$ cat src/rtl/uart_pkg.sv
// ---------------------------------------------------------------------------
// uart_pkg
// Shared definitions for the UART receiver slice.
//   - UART_BAUD_DIV  : clocks per bit, matches the UART transmitter.
//   - UART_DATA_BITS : payload width of one frame (8N1).
//   - rx_state_t     : receiver FSM states.
//   - maj3()         : 2-of-3 majority vote used when the optional
//                      UART_RX_MAJORITY_EN sampling mode is compiled in.
// ---------------------------------------------------------------------------
package uart_pkg;

    localparam int UART_BAUD_DIV  = 109;
    localparam int UART_DATA_BITS = 8;

    typedef enum logic [1:0] {
        IDLE  = 2'd0,
        START = 2'd1,
        DATA  = 2'd2,
        STOP  = 2'd3
    } rx_state_t;

    // Majority of three line samples; rejects any single-sample glitch.
    function automatic logic maj3(input logic a, input logic b, input logic c);
        return (a & b) | (a & c) | (b & c);
    endfunction

endpackage

$ cat src/rtl/uart_rx_sync.sv
// ---------------------------------------------------------------------------
// uart_rx_sync
// Brings the asynchronous RX line into the clk domain and flags falling edges.
// All flops preset to 1 so a released reset on an idle line never looks like
// a start edge.
// Ports:
//   clk    in  system clock
//   rst_n  in  asynchronous active-low reset
//   rx_i   in  raw asynchronous serial line
//   rx_s   out synchronized line (two flops after rx_i)
//   fall   out rx_s went 1 -> 0 (delayed copy high, current low)
// ---------------------------------------------------------------------------
module uart_rx_sync (
    input  logic clk,
    input  logic rst_n,
    input  logic rx_i,
    output logic rx_s,
    output logic fall
);

    logic meta_q, meta_d;
    logic sync_q, sync_d;
    logic dly_q,  dly_d;

    // Next-state of the synchronizer chain and its delayed copy.
    always_comb begin
        meta_d = rx_i;
        sync_d = meta_q;
        dly_d  = sync_q;
    end

    // Synchronizer and edge-detect flops, preset to the idle level.
    always_ff @(posedge clk or negedge rst_n) begin
        if (!rst_n) begin
            meta_q <= 1'b1;
            sync_q <= 1'b1;
            dly_q  <= 1'b1;
        end else begin
            meta_q <= meta_d;
            sync_q <= sync_d;
            dly_q  <= dly_d;
        end
    end

    assign rx_s = sync_q;
    assign fall = dly_q & ~sync_q;

endmodule

$ cat src/rtl/uart_rx.sv
// ---------------------------------------------------------------------------
// uart_rx
// 8N1 UART receiver, downstream partner of the team UART transmitter.
// Detects a start edge, samples every bit at mid-bit, and hands the byte to
// the consumer through a rdy/clr_rdy handshake with framing and overrun flags.
//
// Optional build macro: UART_RX_MAJORITY_EN
//   When defined, every start/data/stop decision is the 2-of-3 majority of
//   the synchronized line one cycle before, at, and one cycle after the
//   nominal sample point; all output timing moves one clock later.
//
// Parameters:
//   BAUD_DIV  clocks per bit period (>= 8)
//   HALF_DIV  clocks from start-edge detect to the start-bit sample
// Ports:
//   clk      in  system clock
//   rst_n    in  asynchronous active-low reset
//   RX       in  asynchronous serial line, idles high
//   clr_rdy  in  consumer acknowledge, clears rdy and ovr_err
//   rx_data  out last received byte (first received bit in the LSB)
//   rdy      out byte valid and not yet acknowledged
//   frm_err  out stop bit of the last completed frame sampled low
//   ovr_err  out a frame completed while rdy was still set
// ---------------------------------------------------------------------------
module uart_rx
    import uart_pkg::*;
#(
    parameter int BAUD_DIV = UART_BAUD_DIV,
    parameter int HALF_DIV = BAUD_DIV / 2
) (
    input  logic                      clk,
    input  logic                      rst_n,
    input  logic                      RX,
    input  logic                      clr_rdy,
    output logic [UART_DATA_BITS-1:0] rx_data,
    output logic                      rdy,
    output logic                      frm_err,
    output logic                      ovr_err
);

    localparam int CNT_W = $clog2(BAUD_DIV);

`ifdef UART_RX_MAJORITY_EN
    // The vote needs the sample after the nominal one, so decide a cycle late.
    localparam int SAMPLE_DLY = 1;
`else
    localparam int SAMPLE_DLY = 0;
`endif

    localparam logic [CNT_W-1:0] START_LOAD = CNT_W'(HALF_DIV - 1 + SAMPLE_DLY);
    localparam logic [CNT_W-1:0] BIT_LOAD   = CNT_W'(BAUD_DIV - 1);
    localparam logic [CNT_W-1:0] CNT_ONE    = CNT_W'(1);
    localparam logic [CNT_W-1:0] CNT_ZERO   = CNT_W'(0);
    localparam logic [3:0]       LAST_BIT   = 4'(UART_DATA_BITS - 1);

    logic rx_s;
    logic fall_s;
    logic samp_s;
    logic baud_zero_s;
    logic done_s;

    rx_state_t                 state_q,    state_d;
    logic [CNT_W-1:0]          baud_cnt_q, baud_cnt_d;
    logic [3:0]                bit_cnt_q,  bit_cnt_d;
    logic [UART_DATA_BITS-1:0] shift_q,    shift_d;
    logic [UART_DATA_BITS-1:0] rx_data_q,  rx_data_d;
    logic                      rdy_q,      rdy_d;
    logic                      frm_err_q,  frm_err_d;
    logic                      ovr_err_q,  ovr_err_d;

    uart_rx_sync u_sync (
        .clk   (clk),
        .rst_n (rst_n),
        .rx_i  (RX),
        .rx_s  (rx_s),
        .fall  (fall_s)
    );

`ifdef UART_RX_MAJORITY_EN
    // hist_q[0] is rx_s one cycle ago, hist_q[1] two cycles ago.
    logic [1:0] hist_q, hist_d;

    // Line history feeding the majority vote.
    always_comb begin
        hist_d = {hist_q[0], rx_s};
        samp_s = maj3(hist_q[1], hist_q[0], rx_s);
    end

    // History register, preset to the idle level.
    always_ff @(posedge clk or negedge rst_n) begin
        if (!rst_n) begin
            hist_q <= 2'b11;
        end else begin
            hist_q <= hist_d;
        end
    end
`else
    assign samp_s = rx_s;
`endif

    assign baud_zero_s = (baud_cnt_q == CNT_ZERO);

    // Frame FSM: counters, shift register and completion detect.
    always_comb begin
        state_d    = state_q;
        baud_cnt_d = baud_cnt_q;
        bit_cnt_d  = bit_cnt_q;
        shift_d    = shift_q;
        rx_data_d  = rx_data_q;
        frm_err_d  = frm_err_q;
        done_s     = 1'b0;

        case (state_q)
            IDLE: begin
                // Only an edge starts a frame; a stuck-low line stays here.
                if (fall_s) begin
                    baud_cnt_d = START_LOAD;
                    state_d    = START;
                end else begin
                    baud_cnt_d = baud_cnt_q;
                end
            end
            START: begin
                if (!baud_zero_s) begin
                    baud_cnt_d = baud_cnt_q - CNT_ONE;
                end else if (samp_s) begin
                    // Line back high at mid start bit: false start, drop it.
                    state_d = IDLE;
                end else begin
                    baud_cnt_d = BIT_LOAD;
                    bit_cnt_d  = 4'd0;
                    state_d    = DATA;
                end
            end
            DATA: begin
                if (!baud_zero_s) begin
                    baud_cnt_d = baud_cnt_q - CNT_ONE;
                end else begin
                    // LSB arrives first, so shift right with the new bit at MSB.
                    shift_d    = {samp_s, shift_q[UART_DATA_BITS-1:1]};
                    baud_cnt_d = BIT_LOAD;
                    bit_cnt_d  = bit_cnt_q + 4'd1;
                    if (bit_cnt_q == LAST_BIT) begin
                        state_d = STOP;
                    end else begin
                        state_d = DATA;
                    end
                end
            end
            STOP: begin
                if (!baud_zero_s) begin
                    baud_cnt_d = baud_cnt_q - CNT_ONE;
                end else begin
                    // Leave at mid stop bit so a back-to-back start edge is seen.
                    done_s    = 1'b1;
                    rx_data_d = shift_q;
                    frm_err_d = ~samp_s;
                    state_d   = IDLE;
                end
            end
            default: begin
                state_d = IDLE;
            end
        endcase
    end

    // Consumer handshake: a completing frame takes priority over clr_rdy.
    always_comb begin
        rdy_d     = rdy_q;
        ovr_err_d = ovr_err_q;
        if (done_s) begin
            rdy_d     = 1'b1;
            ovr_err_d = rdy_q & ~clr_rdy;
        end else if (clr_rdy) begin
            rdy_d     = 1'b0;
            ovr_err_d = 1'b0;
        end else begin
            rdy_d     = rdy_q;
            ovr_err_d = ovr_err_q;
        end
    end

    // State, counter, data and flag registers.
    always_ff @(posedge clk or negedge rst_n) begin
        if (!rst_n) begin
            state_q    <= IDLE;
            baud_cnt_q <= CNT_ZERO;
            bit_cnt_q  <= 4'd0;
            shift_q    <= {UART_DATA_BITS{1'b0}};
            rx_data_q  <= {UART_DATA_BITS{1'b0}};
            rdy_q      <= 1'b0;
            frm_err_q  <= 1'b0;
            ovr_err_q  <= 1'b0;
        end else begin
            state_q    <= state_d;
            baud_cnt_q <= baud_cnt_d;
            bit_cnt_q  <= bit_cnt_d;
            shift_q    <= shift_d;
            rx_data_q  <= rx_data_d;
            rdy_q      <= rdy_d;
            frm_err_q  <= frm_err_d;
            ovr_err_q  <= ovr_err_d;
        end
    end

    assign rx_data = rx_data_q;
    assign rdy     = rdy_q;
    assign frm_err = frm_err_q;
    assign ovr_err = ovr_err_q;

endmodule

$ cat config.mk
export PLATFORM = sky130hd
export DESIGN_NAME = uart_rx
export DESIGN_NICKNAME = d
export VERILOG_FILES = /design/src/rtl/uart_pkg.sv /design/src/rtl/uart_rx_sync.sv /design/src/rtl/uart_rx.sv
export SDC_FILE = /design/constraint.sdc
export NUM_CORES = 1
export LEC_CHECK = 0
export CORE_MARGIN = 5
export CORE_UTILIZATION = 57
export DETAILED_ROUTE_END_ITERATION = 10
export PLACE_DENSITY = 0.87
export SLEW_MARGIN = 10
export SYNTH_ARGS = -nofsm -noshare
export SYNTH_HDL_FRONTEND = slang
export SYNTH_SLANG_ARGS = --single-unit
$ cat constraint.sdc
create_clock -name clk -period 2.43 [get_ports clk]
set_input_delay 0.243 -clock clk [delete_from_list [all_inputs] [get_ports clk]]
set_output_delay 0.243 -clock clk [all_outputs]
set_load 0.01 [all_outputs]
==> impl_metrics.tcl <==
set metrics [dict create \
    rsz0062_at_grt "false" \
    worst-r2r-cell-count 6 \
    drc_errors 0 \
    die_w_um 66.1 \
    detailedRoute.firstPassIterationCount 4 \
    power.share.clock 0.157 \
    ios 15 \
    seq_area_um2 880 \
    grt_max_degree 36 \
    critPathCaptureType "flop" \
    crit_path_start_kind "flop" \
    hold_path.class "in2async" \
    area_growth_syn_to_layout_pct 13.5 \
    cts_tree "yes" \
    final_hold_viol_count 0 \
    clk_latency_ps 340 \
    n_fill_cell 222 \
    h-tree-depth 2 \
    crit_buf_inv 1 \
    dieArea_um2 4360 \
    via_per_inst 5.73 \
    internal-power_w 0.00113 \
    cts_hold_buf 0 \
    p_sw_w 0.000825 \
    cp_cell_sequence "inv_1, ha_1, or3b_4, o32ai_4, a21oi_1, o32a_1" \
    post-route-period-util 0.871 \
    die_h_um 66.1 \
    syn_inst 162 \
    floorplan.rows 20 \
    cts_inserted_buffers 5 \
    antenna_left 0 \
    slew_violations 0 \
    synthTopCellsByCount "32 x dfrtp_1, 14 x mux2_1, 13 x nor2_1" \
    avgSynthCellArea_um2 11.1 \
    async_flop_share 1.00 \
    synth_edf_count 0 \
    power.leakage_nw 0.929 \
    rrSetupSlack_ps 310 \
    post-route-min-period_ps 2120 \
    diodes 0 \
    crit-reg2reg-capture "baud_cnt_q[2]" \
    drtIter0Drc 97 \
    crit_arrival_ps 2350 \
    synth.most_common_cell "dfrtp_1" \
    critical-path-top-delay-family "compound AO/OA/AOI/OAI gates" \
    synth_seq_cells 35 \
    path_depth 6 \
    synth_top_area_share 0.447 \
    gp_congestion 0.903 \
    yosysWarnings 0 \
    worst-endpoint-required_ps 2660 \
    synth.distinct_cells 38 \
    max_freq_ghz 0.472 \
    irDropWorstVdd_v 0.000536 \
    synth_seq_area_share 0.491 \
    fin_setup_tns_ps 0 \
    hold_ws_ps 293 \
    worstMarginPinSlew_ps 515 \
    cpPeakStageDelay_ps 510 \
    wirelength_um 3620 \
    syn_area_um2 1790 \
    synth_nets 174 \
    status "finished clean" \
    setup_viol 0 \
    r2r-start "baud_cnt_q[0]" \
    drive_gt1_frac 0.121 \
    fin_skew_ps 2.20 \
    wl_per_cell_um 16.0 \
    path_max_fanout 11 \
    place_hpwl_um 2650 \
    p_seq_frac 0.392 \
    max-clock-path-buffers 2 \
    cts.sinks 35 \
    clockRootBuffer "clkbuf_4" \
    grt_pass1_wl_um 6400 \
    clk_pin_slew_worst_paths_ps 100 \
    cp_slowest_cell "o32ai_4" \
    antenna_found_initial 0 \
    cts_setup_buffers 0 \
    overflow 0 \
    routed-via-count 1296 \
    crit_type "reg2reg" \
    initial_core_util 0.592 \
    maxCapViolCount 0 \
    ys.flop_type "dfrtp_1" \
    synth.top_cells.by_area "dfrtp_1 45%, mux2_1 8.8%, ha_1 5.6%, dfstp_2 4.4%, a21oi_1 3.1%" \
    p_comb_frac 0.451 \
    yosysTopAreaCell "dfrtp_1" \
    cts_resized 0 \
    powerDensity_nw_per_um2 961 \
    grt_use_total 0.197 \
    fin_nets 193 \
    switching_share 0.422 \
    io_buffers 14 \
    core_area_um2 3030 \
    max_slew_margin 0.657 \
    grt_pass1_vias 1374 \
    multiInputGateArea_um2 850 \
]
-- final cells by class --
cell class              count  share of cell area
multi-input cells         113               0.418
inverters                   9              0.0166
clock buffers               6              0.0203
flip-flops and latches     35               0.432
well taps                  44              0.0271
repair buffers             17              0.0800
clock inverters             2             0.00615
-- sequential cells by signal, indices dropped and copies added (netlist names), named ones only --
signal / cells
rx_data: 8
baud_cnt_q: 7
u_sync.dly_q: 1
u_sync.rx_s: 1
u_sync.meta_q: 1
shift_q: 8
ovr_err: 1
frm_err: 1
state_q: 1
bit_cnt_q: 4
rdy: 1
-- cell usage in the layout, fill, tap and decap left out, types with 3 or more instances in the layout --
cell type,n
dfrtp_1,32
mux2_1,14
clkdlybuf4s50_1,14
nor2_1,13
a21oi_1,11
inv_1,9
o21ai_0,9
ha_1,8
nand2_1,6
nand2b_1,6
nand3_1,5
mux2i_1,5
clkbuf_4,5
a22oi_1,4
nor3_1,3
o41ai_1,3
o211ai_1,3
buf_4,3
dfstp_2,3
-- metal layers --
metal | vias up | part of all wire | track usage
li1 | 621 | - | -
met1 | 618 | 0.40 | 0.215
met2 | 47 | 0.52 | 0.349
met3 | 10 | 0.058 | 0.0544
met4 | 0 | 0.024 | 0.0914
met5 | - | 0 | 0
-- worst max-delay path by stage --
stage,from,endpoint
after detailed placement,baud_cnt_q[0],baud_cnt_q[2]
after global routing,baud_cnt_q[0],baud_cnt_q[3]
after CTS,baud_cnt_q[0],baud_cnt_q[2]
after global placement,baud_cnt_q[0],baud_cnt_q[2]
after floorplan,baud_cnt_q[0],baud_cnt_q[2]
final,baud_cnt_q[0],baud_cnt_q[2]
-- worst register-to-register path, stage by stage, from the launching register on --
cell and delay, ps:
dfrtp_1 410, inv_1 120, ha_1 240, or3b_4 440
o32ai_4 510, a21oi_1 90, o32a_1 200
-- logic make-up (layout without fill, tap and decap cells) --
logic type / after synthesis / in the layout / synth area share
compound gates: 40 / 40 / 0.156
simple gates: 44 / 44 / 0.134
fa+ha+maj: 8 / 8 / 0.0559
flops: 35 / 35 / 0.491
buf+inv: 14 / 34 / 0.0349
mux: 21 / 21 / 0.128
-- power by group through the flow --
stage	clock, W	combinational, W	sequential, W
after floorplan	0	0.000694	0.000753
after global placement	0	0.000816	0.000766
final	0.000306	0.000881	0.000766
after global routing	0.000345	0.000979	0.000783
after detailed placement	0	0.000865	0.000776
after CTS	0.000314	0.000873	0.000765
-- through the flow --
stage / cells / utilization / setup WS (ps) / cell area (um^2) / power (W)
after floorplan: 162 / - / 596 / 1790 / 0.00145
after global placement: 218 / 0.654 / 465 / 1980 / 0.00158
after detailed placement: 218 / 0.654 / 357 / 1980 / 0.00164
after CTS: 226 / 0.672 / 338 / 2030 / 0.00195
final: 226 / 0.672 / 313 / 2030 / 0.00195
after global routing: 226 / 0.672 / 178 / 2030 / 0.00211
Power figures use the tool's default switching activity.
